**config.mk**
```make
export PLATFORM = sky130hd
export DESIGN_NAME = io_port_hub
export DESIGN_NICKNAME = d
export VERILOG_FILES = /design/src/rtl/io_port_hub.sv
export SDC_FILE = /design/constraint.sdc
export NUM_CORES = 1
export LEC_CHECK = 0
export BUFFER_PORTS_ARGS = -buffer_cell sky130_fd_sc_hd__buf_2
export CAP_MARGIN = 20
export CORE_UTILIZATION = 55
export CTS_BUF_LIST = sky130_fd_sc_hd__clkbuf_16
export CTS_CLUSTER_DIAMETER = 150
export CTS_CLUSTER_SIZE = 24
export DETAILED_ROUTE_END_ITERATION = 10
export PLACE_DENSITY = 0.86
export SLEW_MARGIN = 25
export SYNTH_ARGS = -nofsm -noshare
export SYNTH_HDL_FRONTEND = slang
export SYNTH_SLANG_ARGS = --single-unit
```
**constraint.sdc**
```tcl
create_clock -name clk -period 5.4 [get_ports clk]
set_input_delay 0.27 -clock clk [delete_from_list [all_inputs] [get_ports clk]]
set_output_delay 0.27 -clock clk [all_outputs]
set_load 0.005 [all_outputs]
```
**src/rtl/io_port_hub.sv**
```systemverilog
`default_nettype none
// ============================================================================
// io_port_hub : PicoBlaze-style I/O bus decoder for NUM_CH UART channels + GPIO
// Revision    : 1.0
// ============================================================================
module io_port_hub #(
    parameter int         NUM_CH    = 2,
    parameter logic [7:0] PORT_BASE = 8'h01,
    parameter int         GPIO_WID  = 8
) (
    input  logic                  clk,
    input  logic                  reset,
    input  logic [7:0]            IO_port_ID,
    input  logic [7:0]            IO_write_data,
    input  logic                  IO_write_strobe,
    input  logic                  IO_read_strobe,
    output logic [7:0]            IO_read_data,
    output logic [8*NUM_CH-1:0]   uart_tx_data,
    output logic [NUM_CH-1:0]     uart_tx_write,
    input  logic [NUM_CH-1:0]     uart_tx_full,
    input  logic [8*NUM_CH-1:0]   uart_rx_data,
    input  logic [NUM_CH-1:0]     uart_rx_present,
    output logic [NUM_CH-1:0]     uart_rx_ack,
    input  logic [GPIO_WID-1:0]   gpio_in,
    output logic [GPIO_WID-1:0]   gpio_out,
    output logic                  irq
);

    localparam logic [7:0] GPIO_PORT = 8'hF0;
    localparam logic [7:0] INFO_PORT = 8'hF1;

    logic                    rd_prev_q, wr_prev_q;
    logic                    w_rd_ev, w_wr_ev;
    logic [NUM_CH-1:0]       w_hit_data, w_hit_stat, w_hit_cnt, w_hit_ctrl;
    logic [8*NUM_CH-1:0]     tx_data_q, tx_data_d;
    logic [NUM_CH-1:0]       tx_write_q, tx_write_d;
    logic [NUM_CH-1:0]       rx_ack_q, rx_ack_d;
    logic [NUM_CH-1:0]       tx_drop_q, tx_drop_d;
    logic [NUM_CH-1:0]       rx_unr_q, rx_unr_d;
    logic [NUM_CH-1:0]       irq_en_q, irq_en_d;
    logic [NUM_CH-1:0][7:0]  dropcnt_q, dropcnt_d;
    logic [GPIO_WID-1:0]     gpio_s1_q, gpio_s2_q;
    logic [GPIO_WID-1:0]     gpio_out_q, gpio_out_d;
    logic                    irq_q;
    logic [7:0]              w_rd_mux;

    assign w_rd_ev = IO_read_strobe  & ~rd_prev_q;
    assign w_wr_ev = IO_write_strobe & ~wr_prev_q;

    always_comb begin
        w_hit_data = '0;
        w_hit_stat = '0;
        w_hit_cnt  = '0;
        w_hit_ctrl = '0;
        for (int k = 0; k < NUM_CH; k++) begin
            w_hit_data[k] = (IO_port_ID == PORT_BASE + 8'(4*k));
            w_hit_stat[k] = (IO_port_ID == PORT_BASE + 8'(4*k + 1));
            w_hit_cnt[k]  = (IO_port_ID == PORT_BASE + 8'(4*k + 2));
            w_hit_ctrl[k] = (IO_port_ID == PORT_BASE + 8'(4*k + 3));
        end
    end

    always_comb begin
        tx_data_d  = tx_data_q;
        tx_write_d = '0;
        rx_ack_d   = '0;
        tx_drop_d  = tx_drop_q;
        rx_unr_d   = rx_unr_q;
        irq_en_d   = irq_en_q;
        dropcnt_d  = dropcnt_q;
        gpio_out_d = gpio_out_q;
        for (int k = 0; k < NUM_CH; k++) begin
            // Clears are evaluated before sets so a coincident set wins.
            if (w_wr_ev && w_hit_stat[k]) begin
                if (IO_write_data[2]) tx_drop_d[k] = 1'b0;
                if (IO_write_data[3]) rx_unr_d[k]  = 1'b0;
            end
            if (w_wr_ev && w_hit_cnt[k])  dropcnt_d[k] = 8'h00;
            if (w_wr_ev && w_hit_ctrl[k]) irq_en_d[k]  = IO_write_data[0];
            if (w_wr_ev && w_hit_data[k]) begin
                if (uart_tx_full[k]) begin
                    tx_drop_d[k] = 1'b1;
                    if (dropcnt_q[k] != 8'hFF) dropcnt_d[k] = dropcnt_q[k] + 8'd1;
                end else begin
                    tx_write_d[k]       = 1'b1;
                    tx_data_d[8*k +: 8] = IO_write_data;
                end
            end
            if (w_rd_ev && w_hit_data[k]) begin
                if (uart_rx_present[k]) rx_ack_d[k] = 1'b1;
                else                    rx_unr_d[k] = 1'b1;
            end
        end
        if (w_wr_ev && (IO_port_ID == GPIO_PORT)) gpio_out_d = IO_write_data[GPIO_WID-1:0];
    end

    always_comb begin
        w_rd_mux = 8'h00;
        if (IO_port_ID == GPIO_PORT) w_rd_mux = 8'(gpio_s2_q);
        if (IO_port_ID == INFO_PORT) w_rd_mux = 8'(NUM_CH);
        for (int k = 0; k < NUM_CH; k++) begin
            if (w_hit_data[k]) w_rd_mux = uart_rx_data[8*k +: 8];
            if (w_hit_stat[k]) w_rd_mux = {4'b0000, rx_unr_q[k], tx_drop_q[k],
                                           uart_tx_full[k], uart_rx_present[k]};
            if (w_hit_cnt[k])  w_rd_mux = dropcnt_q[k];
            if (w_hit_ctrl[k]) w_rd_mux = {7'b0000000, irq_en_q[k]};
        end
    end

    always_ff @(posedge clk) begin
        if (reset) begin
            rd_prev_q  <= 1'b0;
            wr_prev_q  <= 1'b0;
            tx_data_q  <= '0;
            tx_write_q <= '0;
            rx_ack_q   <= '0;
            tx_drop_q  <= '0;
            rx_unr_q   <= '0;
            irq_en_q   <= '0;
            dropcnt_q  <= '0;
            gpio_s1_q  <= '0;
            gpio_s2_q  <= '0;
            gpio_out_q <= '0;
            irq_q      <= 1'b0;
        end else begin
            rd_prev_q  <= IO_read_strobe;
            wr_prev_q  <= IO_write_strobe;
            tx_data_q  <= tx_data_d;
            tx_write_q <= tx_write_d;
            rx_ack_q   <= rx_ack_d;
            tx_drop_q  <= tx_drop_d;
            rx_unr_q   <= rx_unr_d;
            irq_en_q   <= irq_en_d;
            dropcnt_q  <= dropcnt_d;
            gpio_s1_q  <= gpio_in;
            gpio_s2_q  <= gpio_s1_q;
            gpio_out_q <= gpio_out_d;
            irq_q      <= |(uart_rx_present & irq_en_q);
        end
    end

    // Reset also masks a pulse already sitting in its register so it never reaches a UART.
    assign uart_tx_write = tx_write_q & {NUM_CH{~reset}};
    assign uart_rx_ack   = rx_ack_q   & {NUM_CH{~reset}};
    assign uart_tx_data  = tx_data_q;
    assign gpio_out      = gpio_out_q;
    assign irq           = irq_q;
    assign IO_read_data  = IO_read_strobe ? w_rd_mux : 8'h00;

endmodule
`default_nettype wire

```
==> metrics, run 1 <==
GR Layer Usage met1 0.414; Die Width 79.9 um; met2 Usage GRT 0.484; fin crit period 2680 ps; Post-CTS Setup Inserts 0; CTS tree built; Util after Layout 0.696; Setup TNS 0 ps; clock latency on the worst-skew pair 330 ps; Max Cap Viol 0; r2r setup slk approximately 3500 ps; GR Layer Usage met3 0.0800; yosys warns 0; critical path required time 5130 ps; # rows 28; maximum operating frequency 373 MHz; Core ar. 5890 um2; register area share after synthesis 0.413; worst hold margin 144 ps; FF+latch count, synth 69; syn nets 450; ys flop type dfxtp_1; DR WL/cell 17.4 um; min-delay worst type in -> reg; Final nets approximately 530; first-pass GRT wire length about 15,000 um; Mapped Cells 400; ratio of cells with drive above 1 in the final layout 0.225; EDFF count, synth 0; Final Max Tran Viols 0; Startpoint Class input port; Yosys top cell area share 0.413; worst slew pin tran about 750 ps; endpoints failing hold 0; count leader, synth dfxtp_1; Post-synth top cells dfxtp_1, a21oi_1, nand3_1, nor2b_1, nor2_1; Inserted Diodes 0; Area contributors post-synth dfxtp_1, nor2b_1, a21oi_1; Mean Syn Cell Area 8.35 um2; Setup crit end kind output pin; GR peak layer met2; die height approximately 80 um; PortBufs 84; vias per cell 6.24; Syn-to-layout area delta 22.6%; relative slew slack 0.497; H-tree depth 3; leakage ~1.7 nW; Clock Sinks 69; antenna violations before repair 0; placer congestion estimate 0.945; post-CTS sizing 0; Clock Tree Buf Depth 2; GR Util All Layers 0.312; P per Cell Area roughly 290 nW/um2; library cells used by synthesis 53; worst vdd rail ir drop 0.000215 V; vias in the first global route ~3,100; first drt pass iteration count 7; via count 3,472; Root Buffer clkbuf_16; RSZ-0062 raised after global routing false; clk slew on worst S/H paths around 60 ps; WP data arrival 2410 ps; DRC 0; largest net degree at the start of global routing 69; hpwl dp 6850 um; initial core utilization 0.568; worst-path fanout max 18; die area around 6400 um2; GRT overflow 0; Setup Crit Path Kind in -> out; post-synth top area cell dfxtp_1; # hold bufs at CTS 0; status finished clean; clock skew 4.21 ps; antenna-violating nets left 0; Num CTS Buffers 9; fraction of registers with async set/reset 0; initial DRC count 478; overall power approximately 1.2 mW; mapped cell area about 3300 um2; Tcrit/Tclk final 0.497; final setup vio count 0; # IOs 85; Routed WL 9700 um
state kept, by name, summed over array words and instances (netlist names):
signal,count
uart_tx_data,16
tx_write_q,2
tx_drop_q,2
dropcnt_q,16
irq,1
irq_en_q,2
rx_unr_q,2
gpio_s1_q,8
wr_prev_q,1
gpio_out,8
rd_prev_q,1
rx_ack_q,2
gpio_s2_q,8
final timing paths:
kind / from / depth (start not counted) / end
setup reg to reg: wr_prev_q / 5 / dropcnt_q[10]
setup / recovery: IO_port_ID[4] / 6 / IO_read_data[3]
hold reg to reg: gpio_s1_q[4] / 1 / gpio_s2_q[4]
hold / removal: gpio_in[6] / 2 / gpio_s1_q[6]
per-layer routing:
| metal | routed length (um) | part of all wire |
|---|---|---|
| met1 | 4150 | 0.43 |
| met2 | 4400 | 0.45 |
| met3 | 919 | 0.095 |
| met4 | 235 | 0.024 |
| met5 | 0 | 0 |
layout make-up:
cell class              count  area [um2]
clock buffers               9         225
clock inverters             7        73.8
fillers                   488        1790
inverters                  11        41.3
multi-input cells         296        1820
flip-flops and latches     69        1380
well taps                  75        93.8
repair buffers             89         458
report_power, final:
group | internal, mW | switching (mW) | leakage, nW
Sequential | 0.516 | 0.00195 | 0.560
Combinational | 0.0280 | 0.0474 | 0.969
Clock | 0.359 | 0.229 | 0.146
Total | 0.902 | 0.279 | 1.67
per-stage QoR:
| stage | area (um2) | setup slack [ps] | cells |
|---|---|---|---|
| after floorplan | 3340 | 3270 | 400 |
| after global placement | 3800 | 2840 | 540 |
| after detailed placement | 3800 | 2820 | 540 |
| after CTS | 4100 | 2800 | 556 |
| after global routing | 4100 | 2630 | 556 |
| final | 4100 | 2720 | 556 |
logic make-up after synthesis:
logic type	after synthesis	synth area share
compound gates	96	0.189
xor+xnor	1	0.00262
flops	69	0.413
simple gates	183	0.304
fa+ha+maj	2	0.00749
buf+inv	35	0.0408
mux	14	0.0419
worst max-delay path, stage by stage:
cell and delay, ps:
buf_2 120, or4_1 810, or3_1 460, a222oi_1 420, o21a_1 210, buf_2 110
placed cells by master, fill, tap and decap left out, types with 4 or more instances in the layout:
cell       instances
o211ai_1           9
nand2_1           27
or3_1              7
a21oi_1           34
and4_1             4
a2111oi_0          5
nor4_1             5
nor3_1             7
buf_4              5
and3_1             8
nand2b_1           7
nand3_1           32
nor2_1            29
a222oi_1           6
clkbuf_16          9
mux2i_1           14
o21ai_0           15
inv_1             11
a22oi_1            5
buf_2             84
nand4_1            5
dfxtp_1           69
nor2b_1           30
Power figures use the tool's default switching activity.
==> inputs of run 2 (changes only) <==
--- a/config.mk
+++ b/config.mk
@@ -7,12 +7,12 @@
 export LEC_CHECK = 0
 export BUFFER_PORTS_ARGS = -buffer_cell sky130_fd_sc_hd__buf_2
 export CAP_MARGIN = 20
-export CORE_UTILIZATION = 55
+export CORE_UTILIZATION = 48
 export CTS_BUF_LIST = sky130_fd_sc_hd__clkbuf_16
 export CTS_CLUSTER_DIAMETER = 150
 export CTS_CLUSTER_SIZE = 24
 export DETAILED_ROUTE_END_ITERATION = 10
-export PLACE_DENSITY = 0.86
+export PLACE_DENSITY = 0.8
 export SLEW_MARGIN = 25
 export SYNTH_ARGS = -nofsm -noshare
 export SYNTH_HDL_FRONTEND = slang
==> constraint.sdc (replaced) <==
create_clock -name clk -period 2.3 [get_ports clk]
set_input_delay 0.115 -clock clk [delete_from_list [all_inputs] [get_ports clk]]
set_output_delay 0.115 -clock clk [all_outputs]
set_load 0.005 [all_outputs]
==> run 2 against run 1 <==
  * Register-to-register slack worse by 3000 ps
  * Setup slack got worse by 2600 ps
  * Clock skew is 2.5 ps higher
  * Clock power is 120% higher
  * Cell count rose by 4.1%
  * First-iteration DRC count fell by 24%
  * Core utilization shrank 7.0 points
  * Clock-buffer cell count did not move
  * Die area up 14%
  * Wire length increased by 3.6%
  * Sequential share of layout area shrank 1.1 points
  * Critical endpoint unchanged
  * Largest power group unchanged
  * Highest routed layer unchanged
==> metrics, run 2 (synthesis gave the netlist of run 1 again) <==
post-place setup slack 131 ps; die height 85.4 um; internal power about 2 mW; Num CTS Buffers 9; Inserted Diodes 0; final setup vio count 0; Startpoint Class input port; commonest non-fill, non-tap cell in the layout buf_2; leakage 1.74 nW; Root Buffer clkbuf_16; Syn-to-layout area delta 26.6%; status finished clean; PnR worst setup slack 76.0 ps; design area 4230 um2; vias in the first global route 3,194; GRT overflow 0; Post-CTS Setup Inserts 0; most used cell along the critical path buf_2; Final nets 544; combinational group share of total power 0.072; # IOs 85; WP data arrival 2110 ps; Die Width 85.4 um; clk slew on worst S/H paths 50 ps; fin crit period 2220 ps; via count 3,542; hpwl dp 7120 um; Util after Layout 0.626; critical path required time 2180 ps; largest net degree at the start of global routing 29; antenna violations before repair 0; CP max-delay cell or4_1; count of filler cells inserted in the layout 585; DRC 0; sequential power share 0.450; Sw Share 0.251; clock skew 6.67 ps; Core ar. 6760 um2; # rows 30; Setup TNS 0 ps; ratio of cells with drive above 1 in the final layout 0.240; Setup crit end kind output pin; placer congestion estimate 0.948; maximum operating frequency 450 MHz; Clock Tree Buf Depth 2; Cell Area, Placed roughly 4000 um2; worst slew pin tran slightly below 700 ps; DR WL/cell 17.4 um; GR Util All Layers 0.277; initial DRC count 364; Cell Chain, Critical Path buf_2 > or4_1 > or3_1 > a222oi_1 > o21a_1 > buf_2; most frequent cells in the layout buf_2, dfxtp_1, a21oi_1, nand3_1, nor2b_1; max incr delay on CP 670 ps; vias per cell 6.12; antenna-violating nets left 0; first drt pass iteration count 6; Clock Sinks 69; Routed WL 10,000 um; first-pass GRT wire length 15,600 um; relative slew slack 0.544; die area approximately 7300 um2; clock power share 0.478; Max Cap Viol 0; min-delay worst type in -> reg; Final Max Tran Viols 0; H-tree depth 3; endpoints failing hold 0; PortBufs 84; R2R cell count 4; Setup Crit Path Kind in -> out; P per Cell Area 638 nW/um2; switching pwr 0.678 mW; clock latency on the worst-skew pair 340 ps; Tcrit/Tclk final 0.967; worst-path fanout max 7; RSZ-0062 raised after global routing false; initial core utilization 0.494; CTS tree built; worst vdd rail ir drop 0.000516 V; hold path cells 2
run 2: changes by cell type in the layout (fill, tap and decap cells not counted), moves of 2 or more:
cell | before | now
buf_4 | 5 | 17
dlygate4sd3_1 | 0 | 6
clkinv_4 | 2 | 0
clkinvlp_4 | 1 | 3
run 2: critical path: cells and delay by family:
family / cells / cell delay (ps)
compound gates: 2 / 680
simple gates: 2 / 1080
buf+inv: 2 / 220
run 2: final cells by class:
type / count / area (um2) / area share
Inverter: 11 / 41.3 / 0.00976
Timing Repair Buffer: 107 / 608 / 0.144
Sequential cell: 69 / 1380 / 0.327
Multi-Input combinational cell: 296 / 1820 / 0.431
Tap cell: 80 / 100 / 0.0237
Clock buffer: 9 / 225 / 0.0532
Clock inverter: 7 / 50.0 / 0.0118
run 2: path summary, 6_finish.rpt:
check / slack [ps] / to / from
worst min-delay path: 3 / gpio_s1_q[5] / gpio_in[5]
worst max register to register: 500 / dropcnt_q[6] / wr_prev_q
worst min register to register: 430 / gpio_s2_q[5] / gpio_s1_q[5]
worst max-delay path: 80 / IO_read_data[3] / IO_port_ID[4]
run 2: what timing repair did:
item / in CTS / in global routing
endpoints found under the setup margin: 0 / 1
hold buffers: 6 / 0
hold endpoints to repair: 6 / 0
gates resized for setup: 0 / 1
run 2: through the flow:
| step | cells | total power [mW] | hold WS (ps) |
|---|---|---|---|
| 2_1_floorplan | 400 | 1.33 | 243 |
| 3_3_place_gp | 557 | 1.42 | 323 |
| 3_5_place_dp | 557 | 1.42 | 330 |
| 4_1_cts | 579 | 2.70 | 8.12 |
| 5_1_grt | 579 | 2.78 | 11.4 |
| 6_report | 579 | 2.70 | 3.23 |
run 2: layer usage:
metal  vias up  GRT usage  share of wire
met4         0      0.129          0.032
li1       1673          -              -
met2       144      0.438           0.46
met1      1692      0.341           0.43
met5         -          0              0
met3        33     0.0944          0.084
run 2: power groups by stage:
stage / clock network, mW / logic (mW) / registers (mW)
detailed placement: 0 / 0.180 / 1.24
floorplan: 0 / 0.0906 / 1.24
global route: 1.35 / 0.208 / 1.22
CTS: 1.29 / 0.190 / 1.21
global placement: 0 / 0.178 / 1.24
finish: 1.29 / 0.194 / 1.21
